==> src/rtl/b12_tone_decoder_pkg.sv <==
// ---------------------------------------------------------------------------
// b12_tone_decoder_pkg
//   Shared b12 definitions used by the tone decoder:
//   - sound codes as reported on the decoder's tone output
//   - tone-period constants as used by the b12 controller's sound generator
//   - tone_half_period(): maps a tone constant to the half-period in clocks
//   - classify_half_period(): maps a measured half-period to a sound code
//   - decoder state type
// ---------------------------------------------------------------------------
package b12_tone_decoder_pkg;

  // Sound codes.
  localparam logic [2:0] RED    = 3'd0;
  localparam logic [2:0] GREEN  = 3'd1;
  localparam logic [2:0] YELLOW = 3'd2;
  localparam logic [2:0] BLUE   = 3'd3;
  localparam logic [2:0] S_WIN  = 3'd4;
  localparam logic [2:0] S_LOSS = 3'd5;

  // Tone-period constants. The speaker toggles every T+2 clocks.
  localparam logic [3:0] ERROR_TONE  = 4'd1;
  localparam logic [3:0] RED_TONE    = 4'd2;
  localparam logic [3:0] GREEN_TONE  = 4'd3;
  localparam logic [3:0] YELLOW_TONE = 4'd4;
  localparam logic [3:0] BLUE_TONE   = 4'd5;
  localparam logic [3:0] WIN_TONE    = 4'd6;

  // Widths of the interval counter and of the captured half-period.
  // H = len+1 can reach 32, hence one bit more than the counter.
  localparam int          LEN_W   = 5;
  localparam int          HALF_W  = 6;
  localparam logic [4:0]  LEN_MAX = 5'd31;

  typedef enum logic [1:0] {
    SILENT  = 2'd0,
    ACQUIRE = 2'd1,
    LOCKED  = 2'd2
  } dec_state_e;

  typedef struct packed {
    logic       valid;
    logic [2:0] code;
  } tone_class_t;

  function automatic logic [HALF_W-1:0] tone_half_period(input logic [3:0] t);
    return HALF_W'(t) + HALF_W'(2);
  endfunction

  function automatic tone_class_t classify_half_period(input logic [HALF_W-1:0] h);
    tone_class_t c;
    c.valid = 1'b1;
    c.code  = RED;
    if (h == tone_half_period(ERROR_TONE))       c.code = S_LOSS;
    else if (h == tone_half_period(RED_TONE))    c.code = RED;
    else if (h == tone_half_period(GREEN_TONE))  c.code = GREEN;
    else if (h == tone_half_period(YELLOW_TONE)) c.code = YELLOW;
    else if (h == tone_half_period(BLUE_TONE))   c.code = BLUE;
    else if (h == tone_half_period(WIN_TONE))    c.code = S_WIN;
    else                                         c.valid = 1'b0;
    return c;
  endfunction

endpackage

==> src/rtl/b12_halfperiod_meter.sv <==
// ---------------------------------------------------------------------------
// b12_halfperiod_meter
//   Measures the interval between transitions of the b12 speaker signal.
//   Ports:
//     clk_i       clock, rising edge
//     rst_i       asynchronous active-high reset
//     speaker_i   square wave, synchronous to clk_i
//     edge_o      speaker changed this cycle (speaker_i ^ registered copy)
//     half_o      half-period ending at this edge, H = len+1
//     timeout_o   no edge this cycle and len has reached SILENCE
// ---------------------------------------------------------------------------
module b12_halfperiod_meter
  import b12_tone_decoder_pkg::*;
#(
  parameter int SILENCE = 12
) (
  input  logic              clk_i,
  input  logic              rst_i,
  input  logic              speaker_i,
  output logic              edge_o,
  output logic [HALF_W-1:0] half_o,
  output logic              timeout_o
);

  logic             speaker_q;
  logic [LEN_W-1:0] len_q;
  logic [LEN_W-1:0] len_d;

  assign edge_o    = speaker_i ^ speaker_q;
  assign half_o    = HALF_W'(len_q) + HALF_W'(1);
  // An edge always takes priority over the silence timeout.
  assign timeout_o = !edge_o && (len_q == LEN_W'(SILENCE));

  always_comb begin
    // NOTE: every combinational output gets a default first, so no path
    // through the block leaves it unassigned and no latch is inferred.
    len_d = len_q;
    if (edge_o)
      len_d = '0;
    else if (len_q != LEN_MAX)
      len_d = len_q + LEN_W'(1);   // saturate at 31, never wrap
  end

  // NOTE: sequential state uses non-blocking assignments so every register
  // samples the pre-edge values regardless of statement order.
  always_ff @(posedge clk_i or posedge rst_i) begin
    if (rst_i) begin
      speaker_q <= 1'b0;
      len_q     <= '0;
    end else begin
      speaker_q <= speaker_i;
      len_q     <= len_d;
    end
  end

endmodule

==> src/rtl/b12_tone_decoder.sv <==
// ---------------------------------------------------------------------------
// b12_tone_decoder
//   Listens to the b12 controller's speaker output and reports stable tones
//   as symbolic events.
//   Parameters:
//     CONFIRM     consecutive matching half-periods needed to lock (1..7)
//     SILENCE     edge-free cycles that declare silence (9..31)
//   Ports:
//     clock       clock, rising edge
//     reset       asynchronous active-high reset
//     speaker     square wave from b12
//     tone        locked sound code (valid only while tone_valid)
//     tone_valid  a tone is currently locked
//     tone_start  one-cycle pulse on lock acquired
//     tone_end    one-cycle pulse on lock lost
//     err         one-cycle pulse on an unrecognised half-period
//     tone_count  locks acquired since reset, wraps at 255
//   All outputs are registered: responses appear the cycle after the edge
//   or timeout cycle that caused them.
// ---------------------------------------------------------------------------
module b12_tone_decoder
  import b12_tone_decoder_pkg::*;
#(
  parameter int CONFIRM = 2,
  parameter int SILENCE = 12
) (
  input  logic       clock,
  input  logic       reset,
  input  logic       speaker,
  output logic [2:0] tone,
  output logic       tone_valid,
  output logic       tone_start,
  output logic       tone_end,
  output logic       err,
  output logic [7:0] tone_count
);

  localparam logic [2:0] CONFIRM_C = 3'(CONFIRM);

  logic              hp_edge;
  logic [HALF_W-1:0] hp_half;
  logic              hp_timeout;
  tone_class_t       hp_class;

  dec_state_e state_q, state_d;
  logic [2:0] cand_q,  cand_d;
  logic [2:0] cnt_q,   cnt_d;
  logic [2:0] tone_q,  tone_d;
  logic       valid_q, valid_d;
  logic       start_q, start_d;
  logic       end_q,   end_d;
  logic       err_q,   err_d;
  logic [7:0] count_q, count_d;

  logic       do_lock;
  logic [2:0] lock_code;

  b12_halfperiod_meter #(
    .SILENCE (SILENCE)
  ) u_meter (
    .clk_i     (clock),
    .rst_i     (reset),
    .speaker_i (speaker),
    .edge_o    (hp_edge),
    .half_o    (hp_half),
    .timeout_o (hp_timeout)
  );

  assign hp_class = classify_half_period(hp_half);

  // State register.
  always_ff @(posedge clock or posedge reset) begin
    if (reset) begin
      state_q <= SILENT;
      cand_q  <= '0;
      cnt_q   <= '0;
      tone_q  <= '0;
      valid_q <= 1'b0;
      start_q <= 1'b0;
      end_q   <= 1'b0;
      err_q   <= 1'b0;
      count_q <= '0;
    end else begin
      state_q <= state_d;
      cand_q  <= cand_d;
      cnt_q   <= cnt_d;
      tone_q  <= tone_d;
      valid_q <= valid_d;
      start_q <= start_d;
      end_q   <= end_d;
      err_q   <= err_d;
      count_q <= count_d;
    end
  end

  // Next-state logic.
  always_comb begin
    state_d   = state_q;
    cand_d    = cand_q;
    cnt_d     = cnt_q;
    tone_d    = tone_q;
    valid_d   = valid_q;
    start_d   = 1'b0;
    end_d     = 1'b0;
    err_d     = 1'b0;
    count_d   = count_q;
    do_lock   = 1'b0;
    lock_code = cand_q;

    if (hp_edge) begin
      unique case (state_q)
        SILENT: begin
          // The interval before the first edge is the idle gap, not a tone.
          state_d = ACQUIRE;
          cnt_d   = '0;
        end

        ACQUIRE: begin
          if (hp_class.valid) begin
            if (hp_class.code == cand_q && cnt_q != 3'd0) begin
              cnt_d = cnt_q + 3'd1;
            end else begin
              cand_d = hp_class.code;
              cnt_d  = 3'd1;
            end
            if (cnt_d == CONFIRM_C) begin
              do_lock   = 1'b1;
              lock_code = cand_d;
            end
          end else begin
            err_d = 1'b1;
            cnt_d = '0;
          end
        end

        LOCKED: begin
          if (hp_class.valid && hp_class.code != tone_q) begin
            end_d   = 1'b1;
            valid_d = 1'b0;
            state_d = ACQUIRE;
            cand_d  = hp_class.code;
            cnt_d   = 3'd1;
            // With CONFIRM=1 the new tone relocks in the same update.
            if (CONFIRM_C == 3'd1) begin
              do_lock   = 1'b1;
              lock_code = hp_class.code;
            end
          end else if (!hp_class.valid) begin
            err_d   = 1'b1;
            end_d   = 1'b1;
            valid_d = 1'b0;
            state_d = ACQUIRE;
            cnt_d   = '0;
          end
        end

        default: state_d = SILENT;
      endcase
    end else if (hp_timeout) begin
      state_d = SILENT;
      if (state_q == LOCKED) begin
        end_d   = 1'b1;
        valid_d = 1'b0;
      end
    end

    if (do_lock) begin
      state_d = LOCKED;
      tone_d  = lock_code;
      valid_d = 1'b1;
      start_d = 1'b1;
      count_d = count_q + 8'd1;
    end
  end

  // Outputs straight from registers.
  always_comb begin
    tone       = tone_q;
    tone_valid = valid_q;
    tone_start = start_q;
    tone_end   = end_q;
    err        = err_q;
    tone_count = count_q;
  end

endmodule
==> config.mk <==
export PLATFORM = sky130hd
export DESIGN_NAME = b12_tone_decoder
export DESIGN_NICKNAME = d
export VERILOG_FILES = /design/src/rtl/b12_tone_decoder_pkg.sv /design/src/rtl/b12_halfperiod_meter.sv /design/src/rtl/b12_tone_decoder.sv
export SDC_FILE = /design/constraint.sdc
export NUM_CORES = 1
export LEC_CHECK = 0
export CAP_MARGIN = 25
export CORE_MARGIN = 10
export CORE_UTILIZATION = 57
export CTS_BUF_LIST = sky130_fd_sc_hd__clkbuf_16
export CTS_CLUSTER_SIZE = 10
export DETAILED_ROUTE_END_ITERATION = 12
export PLACE_DENSITY = 0.8
export SLEW_MARGIN = 20
export SYNTH_ARGS = -nofsm -noshare
export SYNTH_HDL_FRONTEND = slang
export SYNTH_SLANG_ARGS = --single-unit
==> constraint.sdc <==
create_clock -name clock -period 3.35 [get_ports clock]
set_clock_uncertainty 0.1 [all_clocks]
set_input_delay 0.5025 -clock clock [delete_from_list [all_inputs] [get_ports clock]]
set_output_delay 0.5025 -clock clock [all_outputs]
set_load 0.01 [all_outputs]
==> flow_metrics.env <==
export IMPL_crit_path_max_fanout=10
export IMPL_numPortBuffers=17
export IMPL_placed_area_sq_um=2070
export IMPL_synth_top_area_share_pct=39.2
export IMPL_top_layer_used="met4"
export IMPL_wl_met1_mm=1.81
export IMPL_hold_viol_final=0
export IMPL_start_kind="flip-flop"
export IMPL_synth_area_leaders="dfrtp_1, ha_1, mux2_2"
export IMPL_drv_slew=0
export IMPL_gr_total_overflow=0
export IMPL_avgSynthCellArea_sq_um=9.96
export IMPL_core_sq_um=3080
export IMPL_multi_input_area_sq_um=1070
export IMPL_slew_headroom_pct=69.0
export IMPL_ys_ff_latch=29
export IMPL_clock_path_buffers=2
export IMPL_io_pins=18
export IMPL_grt_usage_pct=14.7
export IMPL_netlist_area_sq_um=1850
export IMPL_die_area_sq_um=5930
export IMPL_num_rows=20
export IMPL_grt_max_degree=30
export IMPL_status="finished, final reports clean"
export IMPL_finalSetupTns_ns=0
export IMPL_power_leakage_nw=0.998
export IMPL_postLayoutCellArea_sq_um=2300
export IMPL_insertion_delay_ns=0.28
export IMPL_fillers=192
export IMPL_arrival_ns=3.37
export IMPL_route_vias_total=1542
export IMPL_synth_cells=186
export IMPL_netlist_top_cell_by_area="dfrtp_1"
export IMPL_cts_buffers=5
export IMPL_die_h_um=77.0
export IMPL_finalWirelength_mm=4.61
export IMPL_drt_pass1_iterations=4
export IMPL_min_period_ns=3.31
export IMPL_grt_pass1_wl_mm=7.18
export IMPL_synth_nets=202
export IMPL_hold_class="reg -> reg"
export IMPL_n_antenna_cell=0
export IMPL_drc=0
export IMPL_postCtsHoldBufs=0
export IMPL_vias_per_cell=6.05
export IMPL_critical_path_top_delay_family="simple AND/OR/NAND/NOR gates"
export IMPL_ir_worst_vdd_uv=328
export IMPL_clkTransAtPathRegs_ns=0.05
export IMPL_die_width_um=77.0
export IMPL_clock_sinks=29
export IMPL_end_kind="flip-flop"
export IMPL_cts_root_buf="clkbuf_16"
export IMPL_wl_met3_um=263
export IMPL_synth_distinct_cells=43
export IMPL_drive_gt1_share_pct=16.6
export IMPL_initial_utilization_pct=60.2
export IMPL_seqCellArea_sq_um=727
export IMPL_period_share_pct=98.9
export IMPL_first_iter_violations=175
export IMPL_path_cells="inv_1 > ha_1 > or2_2 > or3_4 > or4_4 > a21o_1 > a211oi_4 > buf_12 > mux2_2"
export IMPL_cp_slowest_cell="or4_4"
export IMPL_wl_met2_mm=2.39
export IMPL_final_nets=226
export IMPL_dp_hpwl_mm=3.02
export IMPL_power_density_nw_per_um2=535
export IMPL_antenna_found_initial=0
export IMPL_worst_pin_slew_ns=0.462
export IMPL_area_growth_pct=24.2
export IMPL_path_class="reg -> reg"
export IMPL_timing_critical_path_buf_inv=2
export IMPL_place_gp_congestion=0.877
export IMPL_wl_per_cell_um=18.1
export IMPL_required_ns=3.41
export IMPL_htreeDepth=2
export IMPL_grt_pass1_vias=1497
export IMPL_finalSetupViolations=0
export IMPL_drv_cap=0
export IMPL_cts_tree="yes"
export IMPL_yosysWarnings=0
export IMPL_slowest_delay_ns=0.50
export IMPL_ys_seq_area_share_pct=39.2
export IMPL_drtAntennaViolNets=0
export IMPL_max_freq_mhz=302
[cell type report]
type | count | area share (%)
clock inverter | 3 | 1.63
inverter | 12 | 1.96
clock buffer | 5 | 5.43
multi-input combinational | 137 | 46.5
tap | 44 | 2.39
sequential | 29 | 31.6
timing repair buffer | 25 | 10.5
[routing by layer]
metal,vias to the layer above,track usage (%)
li1,707,-
met1,764,16.7
met2,54,24.2
met3,17,4.55
met4,0,8.03
met5,-,0
[cell usage after synthesis]
cell type and number:
xnor2_2 1, a311o_1 1, mux2i_1 4, a31oi_1 2, nand3_1 4, nor3b_1 2
o21ai_0 4, a21oi_1 6, ha_1 13, a32o_1 2, nand2_1 8, or4_1 1
o2111ai_1 3, nand2b_1 3, clkbuf_1 5, a21o_1 2, nor3_1 4, xor2_1 4
xnor2_1 11, o2bb2ai_1 2, nor2b_1 3, o31ai_1 1, and2_1 3, nand3b_1 1
or3_1 2, a41oi_1 1, nand4_1 5, buf_4 1, o211ai_1 5, a211oi_4 1
o21bai_1 1, or2_2 2, or3_4 1, a32oi_1 3, mux2_2 9, dfrtp_1 29
buf_1 1, or2b_1 1, buf_6 1, nor2_1 15, or4_4 1, inv_1 12
and3_1 5
[final timing paths]
kind / startpoint / end / slack, ns / depth (start not counted)
worst min-delay path: tone_count[7]$_DFFE_PP0P_ / tone_count[7]$_DFFE_PP0P_ / 0.37 / 1
worst min register to register: tone_count[7]$_DFFE_PP0P_ / tone_count[7]$_DFFE_PP0P_ / 0.37 / 1
min in group asynchronous: reset / tone_count[4]$_DFFE_PP0P_ / 0.51 / 3
worst max-delay path: u_meter.len_q[1]$_DFFE_PP0P_ / tone[1]$_DFFE_PP0P_ / 0.04 / 9
worst max register to register: u_meter.len_q[1]$_DFFE_PP0P_ / tone[1]$_DFFE_PP0P_ / 0.04 / 9
max in group asynchronous: reset / u_meter.len_q[0]$_DFFE_PP0P_ / 2.35 / 3
[cells by family after synthesis]
logic type	after synthesis	synth area share, %
xor gates and xnor gates	16	7.97
muxes	13	7.63
adders and majority gates	13	8.78
and+or+nand+nor	61	17.8
DFF	29	39.2
AOI/OAI and AO/OA	34	14.0
buffers and inverters	20	4.66
[placed cells by master, fill, tap and decap left out, types with 3 or more instances in the layout]
master / count
and3_1: 5
o21ai_0: 3
xnor2_1: 11
dfrtp_1: 28
ha_1: 13
nand2b_1: 3
o2111ai_1: 3
clkdlybuf4s50_1: 17
a21oi_1: 5
nor2_1: 14
and2_1: 3
nand4_1: 5
o211ai_1: 5
buf_4: 7
xor2_1: 4
mux2_2: 9
inv_1: 13
mux2i_1: 3
nor2b_1: 3
a32oi_1: 3
clkbuf_16: 5
nor3_1: 3
nand3_1: 4
nand2_1: 8
[registers in the layout (all words and copies together) (netlist names)]
register,cells
tone_count,8
u_meter.len_q,5
cnt_q,3
tone_end,1
tone_start,1
tone,3
cand_q,3
tone_valid,1
err,1
u_meter.speaker_q,1
state_q,2
[through the flow]
stage / setup slack [ns] / instances / total power (W) / hold WS, ns / utilization [%]
6_report: 0.0383 / 255 / 0.00123 / 0.370 / 74.8
5_1_grt: -0.0432 / 255 / 0.00129 / 0.398 / 74.8
3_5_place_dp: 0.0342 / 244 / 0.000711 / 0.363 / 67.4
4_1_cts: 0.000763 / 252 / 0.00121 / 0.373 / 72.7
3_3_place_gp: 0.127 / 244 / 0.000693 / 0.361 / 67.4
2_1_floorplan: 0.281 / 186 / 0.000639 / 0.394 / -
[where the power goes]
group          total [W]  switching, W  internal, W
Sequential      0.000414     0.0000362     0.000378
Combinational   0.000318      0.000190     0.000128
Clock           0.000500      0.000155     0.000344
[repair_timing]
| action | in CTS | in global routing |
|---|---|---|
| gates resized for setup | 0 | 8 |
| setup endpoints to repair | 0 | 17 |
| hold endpoints to repair | 0 | 0 |
| setup buffers | 0 | 3 |
Note: power is estimated with default switching activity, not from simulation.
